File: src/rtl/alu_pkg.sv
// Shared types and helpers for the picoMips accumulator ALU.
// Helpers work on a wide fixed width; callers size-cast to the datapath width.
package alu_pkg;

   typedef enum logic [1:0] {
      IDLE = 2'd0,
      MUL  = 2'd1,
      WB   = 2'd2
   } state_t;

   localparam int MAXW = 64;
   localparam int LIMW = 2 * MAXW;

   // ovf is the LSB so a (width+1)'() cast yields {value[width-1:0], ovf}
   typedef struct packed {
      logic [MAXW-1:0] value;
      logic            ovf;
   } lim_t;

   function automatic lim_t sat_limit(input logic signed [LIMW-1:0] v,
                                      input int width,
                                      input logic sat);
      logic signed [LIMW-1:0] hi;
      logic signed [LIMW-1:0] lo;
      lim_t r;
      hi = $signed((LIMW'(1'b1) << (width - 32'sd1)) - LIMW'(1'b1));
      lo = ~hi;
      r.value = v[MAXW-1:0];
      r.ovf   = 1'b0;
      if (v > hi) begin
         r.ovf   = 1'b1;
         r.value = sat ? hi[MAXW-1:0] : v[MAXW-1:0];
      end else if (v < lo) begin
         r.ovf   = 1'b1;
         r.value = sat ? lo[MAXW-1:0] : v[MAXW-1:0];
      end else begin
         r.ovf   = 1'b0;
      end
      return r;
   endfunction

   function automatic logic [MAXW-1:0] operand_sel(input logic sel_imm,
                                                   input logic sel_sw,
                                                   input logic sel_reg,
                                                   input logic [MAXW-1:0] imm,
                                                   input logic [MAXW-1:0] sw,
                                                   input logic [MAXW-1:0] reg_data);
      return ({MAXW{sel_imm}} & imm) | ({MAXW{sel_sw}} & sw) | ({MAXW{sel_reg}} & reg_data);
   endfunction

endpackage

File: src/rtl/booth_mul_seq.sv
// Sequential radix-2 Booth multiplier, one multiplier bit per step.
// The upper partial-product half carries one guard bit so -2^(WIDTH-1) operands cannot overflow.
module booth_mul_seq #(
   parameter int WIDTH = 8
) (
   input  logic               Clock,
   input  logic               Reset,
   input  logic               load,
   input  logic               step,
   input  logic [WIDTH-1:0]   multiplicand,
   input  logic [WIDTH-1:0]   multiplier,
   output logic               last_step,
   output logic [2*WIDTH-1:0] product
);

   localparam int CNTW = $clog2(WIDTH + 1);

   logic [WIDTH-1:0] m_r;
   logic [WIDTH-1:0] q_r;
   logic [WIDTH:0]   a_r;
   logic             q1_r;
   logic [CNTW-1:0]  cnt_r;
   logic [WIDTH:0]   a_sum_s;

   // Booth recoding of the current multiplier bit pair
   always_comb begin
      a_sum_s = a_r;
      case ({q_r[0], q1_r})
         2'b01:   a_sum_s = a_r + {m_r[WIDTH-1], m_r};
         2'b10:   a_sum_s = a_r - {m_r[WIDTH-1], m_r};
         default: a_sum_s = a_r;
      endcase
   end

   // Operand load and arithmetic right shift of {a, q, q-1}
   always_ff @(posedge Clock or posedge Reset) begin
      if (Reset) begin
         m_r   <= {WIDTH{1'b0}};
         q_r   <= {WIDTH{1'b0}};
         a_r   <= {(WIDTH+1){1'b0}};
         q1_r  <= 1'b0;
         cnt_r <= {CNTW{1'b0}};
      end else if (load) begin
         m_r   <= multiplicand;
         q_r   <= multiplier;
         a_r   <= {(WIDTH+1){1'b0}};
         q1_r  <= 1'b0;
         cnt_r <= {CNTW{1'b0}};
      end else if (step) begin
         a_r   <= {a_sum_s[WIDTH], a_sum_s[WIDTH:1]};
         q_r   <= {a_sum_s[0], q_r[WIDTH-1:1]};
         q1_r  <= q_r[0];
         cnt_r <= cnt_r + CNTW'(1'b1);
      end
   end

   assign last_step = step && (cnt_r == CNTW'(WIDTH - 1));
   assign product   = {a_r[WIDTH-1:0], q_r};

endmodule

File: src/rtl/alu_seq_mac.sv
// Accumulator ALU: single-cycle add/move and multi-cycle signed Q-format multiply
// into ACC, with Start/Busy/Done handshake and sticky overflow.
module alu_seq_mac
   import alu_pkg::*;
#(
   parameter int WIDTH = 8,
   parameter int FRAC  = 3,
   parameter int SAT   = 1
) (
   input  logic             Clock,
   input  logic             Reset,
   input  logic [WIDTH-1:0] Imm,
   input  logic [WIDTH-1:0] RegData,
   input  logic [WIDTH-1:0] SW,
   input  logic             SelImm,
   input  logic             SelSW,
   input  logic             SelRegData,
   input  logic             UseACC,
   input  logic             UseMul,
   input  logic             Start,
   input  logic             ClrOvf,
   output logic             Busy,
   output logic             Done,
   output logic             Ovf,
   output logic [WIDTH-1:0] ACC
);

   state_t                   state_r;
   logic                     busy_r;
   logic                     done_r;
   logic                     ovf_r;
   logic [WIDTH-1:0]         acc_r;

   logic [WIDTH-1:0]         data_s;
   logic [WIDTH:0]           acc_ext_s;
   logic signed [WIDTH:0]    sum_s;
   logic [WIDTH:0]           add_lim_s;
   logic [WIDTH:0]           mul_lim_s;
   logic [2*WIDTH-1:0]       product_s;
   logic signed [2*WIDTH-1:0] shifted_s;
   logic                     mul_load_s;
   logic                     mul_step_s;
   logic                     mul_last_s;

   assign data_s    = WIDTH'(operand_sel(SelImm, SelSW, SelRegData,
                                         MAXW'(Imm), MAXW'(SW), MAXW'(RegData)));
   assign acc_ext_s = UseACC ? {acc_r[WIDTH-1], acc_r} : {(WIDTH+1){1'b0}};
   assign sum_s     = $signed(acc_ext_s + {data_s[WIDTH-1], data_s});
   assign add_lim_s = (WIDTH+1)'(sat_limit(LIMW'(sum_s), WIDTH, SAT != 32'sd0));

   // Floor rounding: arithmetic shift drops the fraction bits
   assign shifted_s = $signed(product_s) >>> FRAC;
   assign mul_lim_s = (WIDTH+1)'(sat_limit(LIMW'(shifted_s), WIDTH, SAT != 32'sd0));

   assign mul_load_s = (state_r == IDLE) && Start && UseMul;
   assign mul_step_s = (state_r == MUL);

   booth_mul_seq #(.WIDTH(WIDTH)) u_booth (
      .Clock        (Clock),
      .Reset        (Reset),
      .load         (mul_load_s),
      .step         (mul_step_s),
      .multiplicand (sum_s[WIDTH-1:0]),
      .multiplier   (Imm),
      .last_step    (mul_last_s),
      .product      (product_s)
   );

   // Control FSM with ACC, handshake and sticky overflow registers
   always_ff @(posedge Clock or posedge Reset) begin
      if (Reset) begin
         state_r <= IDLE;
         busy_r  <= 1'b0;
         done_r  <= 1'b0;
         ovf_r   <= 1'b0;
         acc_r   <= {WIDTH{1'b0}};
      end else begin
         done_r <= 1'b0;
         if (ClrOvf) begin
            ovf_r <= 1'b0;
         end
         case (state_r)
            IDLE: begin
               if (Start && UseMul) begin
                  state_r <= MUL;
                  busy_r  <= 1'b1;
               end else if (Start) begin
                  acc_r  <= add_lim_s[WIDTH:1];
                  done_r <= 1'b1;
                  if (add_lim_s[0]) begin
                     ovf_r <= 1'b1;
                  end
               end
            end
            MUL: begin
               if (mul_last_s) begin
                  state_r <= WB;
               end
            end
            WB: begin
               acc_r   <= mul_lim_s[WIDTH:1];
               done_r  <= 1'b1;
               busy_r  <= 1'b0;
               state_r <= IDLE;
               if (mul_lim_s[0]) begin
                  ovf_r <= 1'b1;
               end
            end
            default: begin
               state_r <= IDLE;
               busy_r  <= 1'b0;
            end
         endcase
      end
   end

   assign Busy = busy_r;
   assign Done = done_r;
   assign Ovf  = ovf_r;
   assign ACC  = acc_r;

endmodule

File: config.mk
export PLATFORM = sky130hd
export DESIGN_NAME = alu_seq_mac
export DESIGN_NICKNAME = d
export VERILOG_FILES = /design/src/rtl/alu_pkg.sv /design/src/rtl/booth_mul_seq.sv /design/src/rtl/alu_seq_mac.sv
export SDC_FILE = /design/constraint.sdc
export NUM_CORES = 1
export LEC_CHECK = 0
export ABC_AREA = 1
export BUFFER_PORTS_ARGS = -buffer_cell sky130_fd_sc_hd__clkbuf_2
export CAP_MARGIN = 25
export CORE_MARGIN = 2
export CORE_UTILIZATION = 58
export CTS_BUF_LIST = sky130_fd_sc_hd__clkbuf_16
export DETAILED_ROUTE_END_ITERATION = 10
export PLACE_DENSITY_LB_ADDON = 0.15
export SETUP_SLACK_MARGIN = 0.2
export SYNTH_ARGS = -nofsm -noshare
export SYNTH_HDL_FRONTEND = slang
export SYNTH_SLANG_ARGS = --single-unit
File: constraint.sdc
create_clock -name Clock -period 2.8 [get_ports Clock]
set_input_delay 0.56 -clock Clock [delete_from_list [all_inputs] [get_ports Clock]]
set_output_delay 0.56 -clock Clock [all_outputs]
set_load 0.01 [all_outputs]
==> flow_metrics.tcl <==
set metrics [dict create \
    htreeDepth 2 \
    gp_congestion 0.863 \
    fin_cells 563 \
    worstPathArrival_ns 2.52 \
    setup_viol 0 \
    diodes 0 \
    grt_remaining_overflow 0 \
    ir_worst_vdd_mv 0.697 \
    grt_first_pass_wirelength_um 12800 \
    holdBufCountCts 0 \
    grt_pass1_vias 2830 \
    hp-class "input pin to async pin" \
    root_buffer "clkbuf_16" \
    cp_data_required_time_ns 2.95 \
    rsz0062_at_grt "false" \
    whs_ns 0.387 \
    leakage_nw 1.96 \
    syn_nets 504 \
    dr.pass1.iters 4 \
    final.period_utilization_pct 84.7 \
    area.growth.synth_to_final_pct 14.8 \
    rrSetupSlack_ns 0.43 \
    dieArea_mm2 0.00600 \
    finalHoldViolations 0 \
    pin_count 44 \
    cts_resized 0 \
    grt_max_degree 43 \
    cp-end-kind "flop" \
    slowest_delay_ns 0.40 \
    netlist_area_mm2 0.00313 \
    power_density_mw_per_mm2 1400 \
    grt_use_total_pct 26.6 \
    async_reset_ff_share_pct 100 \
    critPathKind "flop to flop" \
    syn_avg_cell_area_um2 6.96 \
    place_hpwl_um 5770 \
    drcViolationCount 0 \
    postCtsSetupRepairBufs 0 \
    ys_warn_count 0 \
    drt_iter0_drc 157 \
    wl_per_cell_um 13.1 \
    start_util_pct 60.5 \
    final_cell_area_mm2 0.00360 \
    vias 2928 \
    portBuffers 43 \
    cts_buffer_depth 2 \
    coreArea_mm2 0.00517 \
    crit_chain "inv_1, ha_1, inv_1, nor2_1, nand2_1, nand2_1, xnor2_1, inv_1, ha_4, nand2_1, inv_1, nand4_1, o211ai_1, xor2_1, nand2_1, nand2_1, o21ai_0" \
    fin_nets 546 \
    placed_cells 555 \
    ys_types 38 \
    finalSetupTns_ns 0 \
    numCtsBuffers 5 \
    wirelength_um 7350 \
    cpMaxStageDelayCell "dfrtp_1" \
    seq_area_frac_synth_pct 33.6 \
    clk_pin_slew_worst_paths_ns 0.06 \
    grt_antenna_before_repair 0 \
    path_max_fanout 4 \
    insertion_delay_ns 0.28 \
    die_y_um 77.5 \
    synth-edff-count 0 \
    synth_top_flop_cell "dfrtp_1" \
    clock_sinks 42 \
    max_cap_violations 0 \
    max_freq_ghz 0.422 \
    tritoncts "done" \
    drive_above_1_share_pct 15.4 \
    die_x_um 77.5 \
    maxSlewViolCount 0 \
    layout_min_cycle_time_ns 2.37 \
    ant_nets 0 \
    vias_per_cell 5.20 \
    status "finished, final reports clean" \
    cp-start-kind "flop" \
    fin_ws_ns 0.428 \
    critPathMostFrequentCell "nand2_1" \
    ys_ff_latch 42 \
    syn_inst 450 \
    fin_skew_ns 0.00342 \
    tightest_slew_ns 0.520 \
    row_count 26 \
    dp_slack_ns 0.287 \
    placed_area_mm2 0.00341 \
    relSlewSlack_pct 65.3 \
]
[Yosys cell counts (5+ instances only)]
master / number / share of area [%]
nand4_1: 6 / 1.2
nor2_1: 26 / 3.1
o21ai_0: 21 / 3.4
dfrtp_1: 42 / 34
nand2_1: 140 / 17
a21oi_1: 30 / 4.8
clkbuf_1: 7 / 0.84
nand3_1: 25 / 4.0
inv_1: 66 / 7.9
xnor2_1: 8 / 2.2
ha_1: 19 / 7.6
nand2_2: 7 / 1.4
xor2_1: 5 / 1.4
o221ai_1: 8 / 2.2
[cell usage in the layout, fill, tap and decap left out, drive strengths merged]
master  count
o21ai      23
o221ai      8
nand3b      4
buf         2
clkinv      4
o31ai       2
nor2       30
xor2        5
clkbuf     48
a22o        1
nand4       6
nand3      26
or2         3
inv        70
o22ai       2
a21boi      1
o21bai      1
ha         19
fa          2
and2        2
xnor2       8
a31oi       1
dfrtp      42
nor3        1
o211ai      3
nand2     147
a21oi      32
[where the power goes]
part | switching [W] | internal, W | total [W]
Combinational | 0.00202 | 0.00134 | 0.00337
Clock | 0.000220 | 0.000322 | 0.000542
Sequential | 0.000240 | 0.000899 | 0.00114
[through the flow]
step	total power, W	utilization (%)
4_1_cts	0.00486	68.5
3_3_place_gp	0.00421	65.8
5_1_grt	0.00564	69.5
6_report	0.00505	69.5
3_5_place_dp	0.00429	65.8
2_1_floorplan	0.00360	-
[layer usage]
metal  track usage, %  share of wire (%)
met5                0                  0
met4             10.4                2.7
met3             4.19                4.4
met2             43.0                 45
met1             36.1                 48
[logic make-up after synthesis]
logic type               synth area share [%]
AO/OA/AOI/OAI                            14.1
XOR/XNOR                                 3.64
adder cells (fa/ha/maj)                  8.87
buffers and inverters                    9.91
flip-flops                               33.6
AND/OR/NAND/NOR                          30.0
[sequential cells by signal (all words and copies together) (netlist names)]
signal and count:
ACC 8, Busy 1, Done 1, Ovf 1, state_r 2, u_booth.a_r 8, u_booth.cnt_r 4, u_booth.m_r 8
u_booth.q1_r 1, u_booth.q_r 8
[cell type report]
cell class              instances  area, um^2
inverters                      71         267
repair buffers                 45         230
clock inverters                 3        12.5
clock buffers                   5         125
fillers                       439        1580
well taps                      70        87.6
multi-input cells             327        1820
flip-flops and latches         42        1050
[critical path: cells and delay by family (launching register included)]
kind | cells | cell delay (ns)
AO/OA/AOI/OAI | 2 | 0.18
buffers and inverters | 4 | 0.31
adder cells (fa/ha/maj) | 2 | 0.45
AND/OR/NAND/NOR | 7 | 0.58
XOR/XNOR | 2 | 0.30
flip-flops | 1 | 0.40
[final timing paths]
kind,start,cells after the start,endpoint
min in group Clock,u_booth.cnt_r[3],1,u_booth.cnt_r[3]
max in group asynchronous,Reset,3,u_booth.m_r[2]
worst max-delay path,u_booth.m_r[0],17,u_booth.a_r[5]
worst max register to register,u_booth.m_r[0],17,u_booth.a_r[5]
worst min register to register,u_booth.cnt_r[3],1,u_booth.cnt_r[3]
worst min-delay path,Reset,3,u_booth.cnt_r[1]
Power figures use the tool's default switching activity.
